`config.mk`:
```
export PLATFORM = sky130hd
export DESIGN_NAME = seq_shift_unit
export DESIGN_NICKNAME = d
export VERILOG_FILES = /design/src/rtl/seq_shift_unit.sv
export SDC_FILE = /design/constraint.sdc
export NUM_CORES = 1
export LEC_CHECK = 0
export ABC_CLOCK_PERIOD_IN_PS = 8150
export CORE_MARGIN = 4
export CORE_UTILIZATION = 57
export CTS_BUF_LIST = sky130_fd_sc_hd__clkbuf_4
export DETAILED_ROUTE_END_ITERATION = 12
export PLACE_DENSITY = 0.87
export SETUP_SLACK_MARGIN = 0.1
export SLEW_MARGIN = 5
export SYNTH_ARGS = -nofsm -noshare
export SYNTH_HDL_FRONTEND = slang
export SYNTH_SLANG_ARGS = --single-unit
export TNS_END_PERCENT = 100
```
`constraint.sdc`:
```
create_clock -name clk -period 8.15 [get_ports clk]
set_clock_uncertainty 0.15 [all_clocks]
set_input_delay 1.2225 -clock clk [delete_from_list [all_inputs] [get_ports clk]]
set_output_delay 1.2225 -clock clk [all_outputs]
set_load 0.02 [all_outputs]
```
`src/rtl/seq_shift_unit.sv`:
```
// Multi-cycle SLL/SRL/SRA/ROR shifter, up to STEP positions per clock,
// with valid/ready handshakes on the request and result sides.
module seq_shift_unit #(
    parameter int WIDTH   = 16,
    parameter int SHAMT_W = $clog2(WIDTH),
    parameter int STEP    = 1
) (
    input  logic             clk,
    input  logic             rst_n,
    input  logic             in_valid,
    output logic             in_ready,
    input  logic [WIDTH-1:0] A,
    input  logic [WIDTH-1:0] B,
    input  logic [1:0]       op,
    output logic             out_valid,
    input  logic             out_ready,
    output logic [WIDTH-1:0] Y,
    output logic             overflow,
    output logic             busy
);

    localparam int CW = SHAMT_W + 1;
    localparam logic [CW-1:0] STEP_C  = CW'(STEP);
    localparam logic [CW-1:0] WIDTH_C = CW'(WIDTH);

    typedef enum logic [1:0] {
        IDLE  = 2'd0,
        SHIFT = 2'd1,
        DONE  = 2'd2
    } state_e;

    state_e state_q, state_d;

    logic [WIDTH-1:0]   acc_q, acc_d;
    logic [WIDTH-1:0]   y_q, y_d;
    logic               sign_q, sign_d;
    logic               ovf_q, ovf_d;
    logic [1:0]         mode_q, mode_d;
    logic [SHAMT_W-1:0] cnt_q, cnt_d;

    logic [SHAMT_W-1:0] shamt;
    logic [SHAMT_W-1:0] cnt_rem;
    logic [CW-1:0]      k;
    logic [WIDTH-1:0]   fill_mask;
    logic [WIDTH-1:0]   shifted;
    logic               unused_b;

    assign shamt    = B[SHAMT_W-1:0];
    assign unused_b = ^B[WIDTH-1:SHAMT_W];

    // Per-edge shift distance: the remaining count, capped at STEP.
    always_comb begin
        k = STEP_C;
        if ({1'b0, cnt_q} < STEP_C) begin
            k = {1'b0, cnt_q};
        end
    end

    assign cnt_rem   = cnt_q - k[SHAMT_W-1:0];
    assign fill_mask = ~({WIDTH{1'b1}} >> k);

    always_comb begin
        shifted = acc_q;
        unique case (mode_q)
            2'b00: shifted = acc_q << k;
            2'b01: shifted = acc_q >> k;
            2'b10: shifted = (acc_q >> k) | (sign_q ? fill_mask : '0);
            2'b11: shifted = (acc_q >> k) | (acc_q << (WIDTH_C - k));
            default: shifted = acc_q;
        endcase
    end

    always_ff @(posedge clk) begin
        if (!rst_n) begin
            state_q <= IDLE;
            acc_q   <= '0;
            y_q     <= '0;
            sign_q  <= 1'b0;
            ovf_q   <= 1'b0;
            mode_q  <= 2'b00;
            cnt_q   <= '0;
        end else begin
            state_q <= state_d;
            acc_q   <= acc_d;
            y_q     <= y_d;
            sign_q  <= sign_d;
            ovf_q   <= ovf_d;
            mode_q  <= mode_d;
            cnt_q   <= cnt_d;
        end
    end

    always_comb begin
        state_d = state_q;
        unique case (state_q)
            IDLE: begin
                if (in_valid) begin
                    state_d = (shamt == '0) ? DONE : SHIFT;
                end
            end
            SHIFT: begin
                if (cnt_rem == '0) begin
                    state_d = DONE;
                end
            end
            DONE: begin
                if (out_ready) begin
                    state_d = IDLE;
                end
            end
            default: state_d = IDLE;
        endcase
    end

    always_comb begin
        acc_d  = acc_q;
        y_d    = y_q;
        sign_d = sign_q;
        ovf_d  = ovf_q;
        mode_d = mode_q;
        cnt_d  = cnt_q;
        if (state_q == IDLE && in_valid) begin
            acc_d  = A;
            sign_d = A[WIDTH-1];
            mode_d = op;
            cnt_d  = shamt;
            if (shamt == '0) begin
                y_d   = A;
                ovf_d = 1'b0;
            end
        end else if (state_q == SHIFT) begin
            acc_d = shifted;
            cnt_d = cnt_rem;
            if (cnt_rem == '0) begin
                y_d   = shifted;
                ovf_d = sign_q ^ shifted[WIDTH-1];
            end
        end
    end

    always_comb begin
        in_ready  = rst_n && (state_q == IDLE);
        busy      = rst_n && (state_q != IDLE);
        out_valid = (state_q == DONE);
    end

    assign Y        = y_q;
    assign overflow = ovf_q;

endmodule

```
==> impl_metrics.env <==
export IMPL_outcome="finished, final reports clean"
export IMPL_setup_tns_ns=0
export IMPL_yosys_top_cells_area="dfxtp_1 (30%), a21oi_1 (7.4%), nand2_1 (4.1%)"
export IMPL_areaGrowthSynthToFinish_pct=16.9
export IMPL_clock_root_buffer="clkbuf_4"
export IMPL_powerDensity_nw_per_um2=225
export IMPL_firstDrtPassIters=6
export IMPL_avgSynthCellArea_um2=8.16
export IMPL_fin_crit_ns=5.14
export IMPL_seqCellArea_um2=841
export IMPL_crit_required_ns=6.78
export IMPL_cp_max_fo=30
export IMPL_drive_gt1_frac=0.104
export IMPL_worst_pin_slew_ns=1.06
export IMPL_postCtsSetupBuffers=0
export IMPL_max_slew_margin=0.292
export IMPL_wl_per_cell_um=17.9
export IMPL_cts_max_level=2
export IMPL_grt_usage=0.262
export IMPL_hpwl_um=5320
export IMPL_grt_pass1_wl_um=12800
export IMPL_vias_per_cell=6.47
export IMPL_mostFrequentLayoutCell="clkdlybuf4s50_1"
export IMPL_finalSetupViolations=0
export IMPL_ys_flop_type="dfxtp_1"
export IMPL_synth_async_reset_ratio=0
export IMPL_yosys_warnings=0
export IMPL_drv_slew=0
export IMPL_io_pins=58
export IMPL_core_area_um2=4720
export IMPL_fin_ws_ns=3.01
export IMPL_cts_tree="yes"
export IMPL_portBuffers=45
export IMPL_min_path_type="reg2reg"
export IMPL_antenna_found_initial=0
export IMPL_dpl_worst_slack_ns=3.01
export IMPL_ir_drop_uv=141
export IMPL_p_total_uw=727
export IMPL_drc=0
export IMPL_crit_type="in2out"
export IMPL_synth_distinct_cells=62
export IMPL_dieArea_um2=6030
export IMPL_antenna_left=0
export IMPL_placementRows=25
export IMPL_fmax_ghz=0.195
export IMPL_gr_total_overflow=0
export IMPL_crit_arrival_ns=3.76
export IMPL_grt_max_degree=31
export IMPL_gp_congestion=0.922
export IMPL_finalHoldViolations=0
export IMPL_ctsHoldBuffers=0
export IMPL_drv_cap=0
export IMPL_fp_dieW_um=77.7
export IMPL_multi_input_area_um2=1710
export IMPL_grt_pass1_vias=2587
export IMPL_layout_common_cells="clkdlybuf4s50_1 (45), dfxtp_1 (42), a21oi_1 (41)"
export IMPL_num_vias=2810
export IMPL_clk_pin_slew_ns=0.13
export IMPL_final_nets=410
export IMPL_synth_top_area_cell="dfxtp_1"
export IMPL_start_util=0.586
export IMPL_syn_inst=339
export IMPL_routed_wl_um=7780
export IMPL_clock_path_buffers=2
export IMPL_ys_seq_area_frac=0.304
export IMPL_p_leak_uw=0.00111
export IMPL_synth_cell_area_um2=2770
export IMPL_cts_resized=0
export IMPL_fillerInstances=407
export IMPL_n_antenna_cell=0
export IMPL_cp_end_kind="primary output"
export IMPL_synth_top_area_frac=0.304
export IMPL_cts_buffers_inserted=5
export IMPL_rsz0062_at_grt="false"
export IMPL_startpoint_type="input pin"
export IMPL_die_y_um=77.7
export IMPL_synth_seq_cells=42
export IMPL_clock_latency_ns=0.36
export IMPL_synth_edf_count=0
export IMPL_cts_sinks=42
export IMPL_first_iter_violations=301
export IMPL_min_period_over_period=0.630
## stage by stage
step / instances / area [um^2] / hold slack, ns / utilization
2_1_floorplan: 341 / 2770 / 0.318 / -
3_3_place_gp: 426 / 3150 / 0.312 / 0.667
3_5_place_dp: 426 / 3150 / 0.319 / 0.667
4_1_cts: 434 / 3230 / 0.337 / 0.685
5_1_grt: 434 / 3230 / 0.376 / 0.685
6_report: 434 / 3230 / 0.336 / 0.685
## flip-flops by register name, indices dropped and copies added, names as in the netlist
name      cells
sign_q        1
state_q       2
mode_q        2
acc_q        16
Y            16
cnt_q         4
overflow      1
## routing by layer
metal / up-vias / GRT usage / share of wire
li1: 1325 / - / -
met5: - / 0 / 0
met4: 0 / 0.110 / 0.035
met2: 154 / 0.413 / 0.47
met3: 28 / 0.0510 / 0.081
met1: 1303 / 0.349 / 0.41
## synth_stat cells, types with 2 or more instances
master and number:
a211oi_1 14, a211oi_2 4, a21oi_1 41, a221oi_1 3, a22oi_1 2, a311oi_1 6, a32oi_1 2, and3b_1 2
buf_1 2, buf_12 2, buf_2 6, buf_6 3, clkbuf_1 16, conb_1 2, dfxtp_1 42, ha_1 6
inv_1 10, mux2_2 7, mux2i_1 7, nand2_1 30, nand2b_1 5, nand3_1 12, nand4_1 5, nor2_1 19
nor2b_1 5, nor3_1 8, nor3b_1 3, o2111ai_1 3, o211ai_1 7, o21a_1 2, o21ai_0 20, o21ai_1 6
o221ai_1 3, o22ai_1 3, o31ai_1 2, o41a_1 2, or4b_1 2
## path summary, 6_finish.rpt
path | startpoint | cells after the start | slack (ns) | to
worst max-delay path | rst_n | 4 | 3.01 | in_ready
worst min-delay path | Y[7]$_SDFFE_PN0P_ | 2 | 0.34 | Y[7]$_SDFFE_PN0P_
worst max register to register | cnt_q[0]$_SDFFE_PN0P_ | 7 | 4.61 | Y[9]$_SDFFE_PN0P_
worst min register to register | Y[7]$_SDFFE_PN0P_ | 2 | 0.34 | Y[7]$_SDFFE_PN0P_
## worst max-delay path, stage by stage
cell             delay [ns]
clkdlybuf4s50_1        0.92
inv_1                  0.67
nor3_1                 0.30
clkdlybuf4s50_1        0.64
## cell families (layout without fill, tap and decap cells)
kind of cell | Yosys count | in the layout | share of synthesized area
fa+ha+maj | 6 | 6 | 0.0271
other cells | 2 | 4 | 0.00271
flops | 42 | 42 | 0.304
buf+inv | 41 | 67 | 0.0814
mux | 15 | 15 | 0.0620
compound gates | 133 | 133 | 0.335
simple gates | 100 | 100 | 0.188
## area by class of cell
type	instances	area share
clock buffer	5	0.0116
clock inverter	3	0.0135
inverter	11	0.0143
multi-input combinational	258	0.528
sequential	42	0.260
tap	67	0.0259
timing repair buffer	48	0.146
## power by group
| group | leakage [uW] | switching, uW | internal [uW] | total (uW) |
|---|---|---|---|---|
| clock network | 0.0000456 | 75.8 | 65.2 | 141 |
| registers | 0.000344 | 44.2 | 234 | 278 |
| logic | 0.000720 | 181 | 127 | 308 |
Note: power is estimated with default switching activity, not from simulation.
